File: config.mk
export PLATFORM = sky130hd
export DESIGN_NAME = lifo_arbiter
export DESIGN_NICKNAME = d
export VERILOG_FILES = /design/src/rtl/lifo_arbiter.sv
export SDC_FILE = /design/constraint.sdc
export NUM_CORES = 1
export LEC_CHECK = 0
export ABC_AREA = 0
export CORE_AREA = 2 2 70 72
export DETAILED_ROUTE_END_ITERATION = 8
export DIE_AREA = 0 0 72 74
export PLACE_DENSITY = 0.72
export SYNTH_ARGS = -nofsm -noshare
export SYNTH_HDL_FRONTEND = slang
export SYNTH_SLANG_ARGS = --single-unit
export TNS_END_PERCENT = 50
File: constraint.sdc
create_clock -name clk -period 1.7 [get_ports clk]
set_input_delay 0.34 -clock clk [delete_from_list [all_inputs] [get_ports clk]]
set_output_delay 0.34 -clock clk [all_outputs]
set_load 0.03 [all_outputs]
File: src/rtl/lifo_arbiter.sv
`timescale 1ns/1ps
`default_nettype none
// +--------------------------------------------------------------------------+
// | Module      : lifo_arbiter                                               |
// | Description : Round-robin two-port arbiter/sequencer for a LIFO stack    |
// |               with occupancy tracking and a flush (drain) sequence.      |
// | Revision    : 1.0 - initial release                                      |
// +--------------------------------------------------------------------------+
module lifo_arbiter #(
  parameter int DW    = 11,
  parameter int DEPTH = 16,
  parameter int CW    = 5
) (
  input  logic          clk,
  input  logic          rst,
  input  logic          req0_valid,
  input  logic          req0_op,
  input  logic [DW-1:0] req0_data,
  output logic          req0_ready,
  input  logic          req1_valid,
  input  logic          req1_op,
  input  logic [DW-1:0] req1_data,
  output logic          req1_ready,
  output logic          rsp0_valid,
  output logic [DW-1:0] rsp0_data,
  output logic          rsp0_err,
  output logic          rsp1_valid,
  output logic [DW-1:0] rsp1_data,
  output logic          rsp1_err,
  input  logic          flush,
  output logic          busy,
  output logic          stk_push,
  output logic          stk_pop,
  output logic [DW-1:0] stk_wdata,
  input  logic [DW-1:0] stk_rdata,
  output logic [CW-1:0] count,
  output logic          full,
  output logic          empty
);

  localparam logic [0:0]    c_IDLE  = 1'b0;
  localparam logic [0:0]    c_FLUSH = 1'b1;
  localparam logic [CW-1:0] c_DEPTH = CW'(DEPTH);
  localparam logic [CW-1:0] c_ONE   = CW'(1);

  logic [0:0]    r_state;
  logic [0:0]    w_state_nxt;
  logic          r_last;
  logic [CW-1:0] r_count;
  logic          r_rsp0_valid, r_rsp1_valid;
  logic          r_rsp0_err, r_rsp1_err;
  logic [DW-1:0] r_rsp0_data, r_rsp1_data;

  logic          w_full, w_empty, w_arb_en;
  logic          w_grant0, w_grant1, w_acc, w_op;
  logic [DW-1:0] w_data;
  logic          w_push, w_pop, w_rsp_err;
  logic [DW-1:0] w_rsp_data;

  assign w_full   = (r_count == c_DEPTH);
  assign w_empty  = (r_count == '0);
  // flush outranks requests, and nothing is granted while reset is held
  assign w_arb_en = !rst && (r_state == c_IDLE) && !flush;

  // state register
  always_ff @(posedge clk) begin
    if (rst) r_state <= c_IDLE;
    else     r_state <= w_state_nxt;
  end

  // next-state logic
  always_comb begin
    w_state_nxt = r_state;
    case (r_state)
      c_IDLE:  if (flush && !w_empty) w_state_nxt = c_FLUSH;
      c_FLUSH: if (r_count == c_ONE)  w_state_nxt = c_IDLE;
    endcase
  end

  // output / grant logic
  always_comb begin
    w_grant0 = 1'b0;
    w_grant1 = 1'b0;
    if (w_arb_en) begin
      if (req0_valid && req1_valid) begin
        w_grant0 = r_last;
        w_grant1 = !r_last;
      end else begin
        w_grant0 = req0_valid;
        w_grant1 = req1_valid;
      end
    end
    w_acc      = w_grant0 | w_grant1;
    w_op       = w_grant0 ? req0_op   : req1_op;
    w_data     = w_grant0 ? req0_data : req1_data;
    w_push     = w_acc && w_op && !w_full;
    w_pop      = (w_acc && !w_op && !w_empty) || (!rst && (r_state == c_FLUSH));
    w_rsp_err  = w_op ? w_full : w_empty;
    w_rsp_data = (!w_op && !w_empty) ? stk_rdata : '0;
  end

  assign req0_ready = w_grant0;
  assign req1_ready = w_grant1;
  assign stk_push   = w_push;
  assign stk_pop    = w_pop;
  assign stk_wdata  = w_push ? w_data : '0;
  assign busy       = (r_state == c_FLUSH);
  assign count      = r_count;
  assign full       = w_full;
  assign empty      = w_empty;
  assign rsp0_valid = r_rsp0_valid;
  assign rsp0_data  = r_rsp0_data;
  assign rsp0_err   = r_rsp0_err;
  assign rsp1_valid = r_rsp1_valid;
  assign rsp1_data  = r_rsp1_data;
  assign rsp1_err   = r_rsp1_err;

  always_ff @(posedge clk) begin
    if (rst) begin
      r_last       <= 1'b1;
      r_count      <= '0;
      r_rsp0_valid <= 1'b0;
      r_rsp0_data  <= '0;
      r_rsp0_err   <= 1'b0;
      r_rsp1_valid <= 1'b0;
      r_rsp1_data  <= '0;
      r_rsp1_err   <= 1'b0;
    end else begin
      if (w_acc) r_last <= w_grant1;
      if (w_push)     r_count <= r_count + c_ONE;
      else if (w_pop) r_count <= r_count - c_ONE;
      r_rsp0_valid <= w_grant0;
      r_rsp0_data  <= w_grant0 ? w_rsp_data : '0;
      r_rsp0_err   <= w_grant0 && w_rsp_err;
      r_rsp1_valid <= w_grant1;
      r_rsp1_data  <= w_grant1 ? w_rsp_data : '0;
      r_rsp1_err   <= w_grant1 && w_rsp_err;
    end
  end

endmodule
`default_nettype wire

==> impl_metrics.tcl <==
set metrics [dict create \
    totalPowerFinal_mw 3.312 \
    vias_per_cell 4.485 \
    final_nets 327 \
    syn_inst 159 \
    cts_tree "done" \
    cp_num_buf_inv 3 \
    syn_area_um2 1396 \
    syn_nets 203 \
    area_growth_pct 106.5 \
    slowest_delay_ns 0.40 \
    root_buffer "clkbuf_8" \
    yosysTopAreaCellShare_pct 47.31 \
    synth_largest_area_cell "dfxtp_1" \
    cp_max_fo 2 \
    slowest_stage "or3b_4" \
    die_x_um 72 \
    antenna_found_initial 0 \
    maxCapViolations 0 \
    hold_path_class "in -> reg" \
    path_clk_slew_ns 0.07 \
    tightest_slew_ns 0.3367 \
    ys_warn_count 0 \
    critPathTopFamily "simple AND/OR/NAND/NOR gates" \
    finClkSkew_ns 0.002654 \
    dpl_worst_slack_ns -0.5423 \
    start_kind "register" \
    worstSetupEndpointType "output pin" \
    grt_max_degree 16 \
    place_hpwl_mm 3.353 \
    dieHeight_um 74 \
    path_cells "inv_4 > ha_4 > or3b_4 > nor2_4 > a21oi_2 > nor2_2 > inv_2 > buf_6" \
    yosysSeqAreaShare_pct 47.31 \
    worstSkewPairLatency_ns 0.29 \
    max-vdd-ir-drop_v 0.0009010 \
    cp.required_ns 1.36 \
    ant_nets 0 \
    final_cell_area_um2 2883 \
    diodes 0 \
    leakage_nw 1.230 \
    htree_levels 2 \
    ys_types 34 \
    dieArea_um2 5328 \
    outcome "finished, violations left" \
    dr.pass1.iters 4 \
    period_minus_slack_ns 2.065 \
    gp_congestion 0.8164 \
    dp.cells 327 \
    synth.avg_cell_area_um2 8.782 \
    routedWlPerCell_um 13.28 \
    finalCritPeriodShare_pct 121.5 \
    placed_cell_area_um2 2675 \
    drive_gt1_share_pct 34.86 \
    cts_inserted_buffers 5 \
    final_util_pct 62.69 \
    io_pins 89 \
    first_global_vias 1452 \
    start_util_pct 30.37 \
    wl_mm 4.489 \
    io_buffers 88 \
    setup_viol 17 \
    violations "negative setup slack" \
    crit_type "reg -> out" \
    setup_ws_ns -0.3654 \
    hold_viol_final 0 \
    rsz0062_at_grt "true" \
    powerDensity_nw_per_um2 1149 \
    cts.path.max_buffers 2 \
    grt_overflow 0 \
    vias 1516 \
    drv_slew 0 \
    grt_pass1_wl_mm 6.900 \
    arrival_ns 1.73 \
    max_slew_margin_pct 77.48 \
    synth-seq-cells 33 \
    core_region_area_um2 4598 \
    fmax_mhz 484.2 \
    rows 25 \
    layout.cells.non_filler 338 \
    grtUsageTotal_pct 17.21 \
    drtIter0Drc 65 \
    synthTopCellsByArea "dfxtp_1 47%, and2_1 9.9%, nand2_1 7.3%" \
    drcViolationCount 0 \
    clock-sinks 33 \
]
## final cells by class
cell class / count / area (µm²)
fill: 415 / 1715
timing repair buffer: 123 / 1157
multi-input combinational: 114 / 870.8
sequential: 33 / 671.9
clock buffer: 5 / 68.82
tap: 54 / 67.56
inverter: 6 / 30.03
clock inverter: 3 / 16.27
## registers in the layout (all words and copies together), names as in the netlist
register,flops
rsp0_valid,1
count,5
rsp1_data,11
rsp1_valid,1
rsp1_err,1
busy,1
r_last,1
rsp0_err,1
rsp0_data,11
## timing repair
| item | 4_1_cts | 5_1_grt |
|---|---|---|
| hold buffers | 0 | 0 |
| setup buffers | 2 | 0 |
| pin swaps | 10 | 6 |
| gates resized for setup | 39 | 4 |
| setup endpoints to repair | 27 | 24 |
| gates cloned | 1 | 0 |
## worst min-delay path, cell delays in order
cell	delay (ns)
clkbuf_2	0.13
buf_4	0.17
a21oi_1	0.05
## cell usage after synthesis
cell type,instances
o21ai_1,4
nand3b_1,2
nor2b_1,1
nand4_1,4
buf_6,1
nor2_1,4
nor3b_1,3
nand2_1,27
nor2_4,1
nor3_4,1
nand2b_1,4
and3b_1,1
a21oi_1,13
a21boi_1,1
clkbuf_1,4
or3b_4,1
nand4b_1,2
nor3_1,3
a211o_1,1
a21oi_2,1
inv_1,4
mux2i_1,1
inv_2,2
and2_1,22
xnor2_1,1
nand3_1,3
dfxtp_1,33
buf_2,2
xor2_1,1
a21boi_0,2
and3_1,3
ha_1,4
nor2_2,1
a31oi_1,1
## final timing paths
kind / start / endpoint / slack, ns / depth (start not counted)
setup / recovery: count[0]$_SDFFE_PP0P_ / stk_pop / -0.37 / 8
hold / removal: rst / count[0]$_SDFFE_PP0P_ / 0.43 / 3
setup reg to reg: count[0]$_SDFFE_PP0P_ / count[0]$_SDFFE_PP0P_ / -0.05 / 10
hold reg to reg: r_last$_SDFFE_PP1N_ / r_last$_SDFFE_PP1N_ / 0.49 / 1
## layout by cell type (no fill, tap or decap), types with 5 or more instances in the layout
cell type | netlist | final
a21oi_4 | 0 | 11
and2_1 | 22 | 22
buf_4 | 0 | 36
buf_6 | 1 | 15
clkbuf_8 | 0 | 5
clkdlybuf4s50_1 | 0 | 60
dfxtp_1 | 33 | 28
dlygate4sd2_1 | 0 | 8
nand2_1 | 27 | 26
## routing by layer
layer | vias to the layer above | global-route usage [%] | routed length (µm)
met5 | - | 0 | 0
met4 | 0 | 6.289 | 55
met3 | 5 | 4.201 | 179
met2 | 37 | 30.04 | 2376
met1 | 700 | 20.72 | 1877
li1 | 774 | - | -
## stage by stage
| step | TNS [ns] | hold slack [ns] |
|---|---|---|
| 2_1_floorplan | -3.804 | 0.4493 |
| 3_3_place_gp | -13.93 | 0.4658 |
| 3_5_place_dp | -14.61 | 0.4664 |
| 4_1_cts | -4.000 | 0.4831 |
| 5_1_grt | -4.523 | 0.4491 |
| 6_report | -3.479 | 0.4324 |
## where the power goes
group / switching, mW / internal [mW] / total [mW]
combinational: 0.919 / 0.875 / 1.79
clock: 0.289 / 0.283 / 0.572
sequential: 0.0708 / 0.875 / 0.946
total: 1.28 / 2.03 / 3.31
## kinds of logic (layout without fill, tap and decap cells)
group	Yosys count	count (layout)	synth area share, %
AOI/OAI and AO/OA	23	23	9.409
xor gates and xnor gates	2	2	1.255
DFF	33	33	47.31
muxes	1	1	0.7169
adders and majority gates	4	4	3.584
buffers and inverters	13	137	4.211
and+or+nand+nor	83	84	33.51
(Power assumes the default switching activity.)
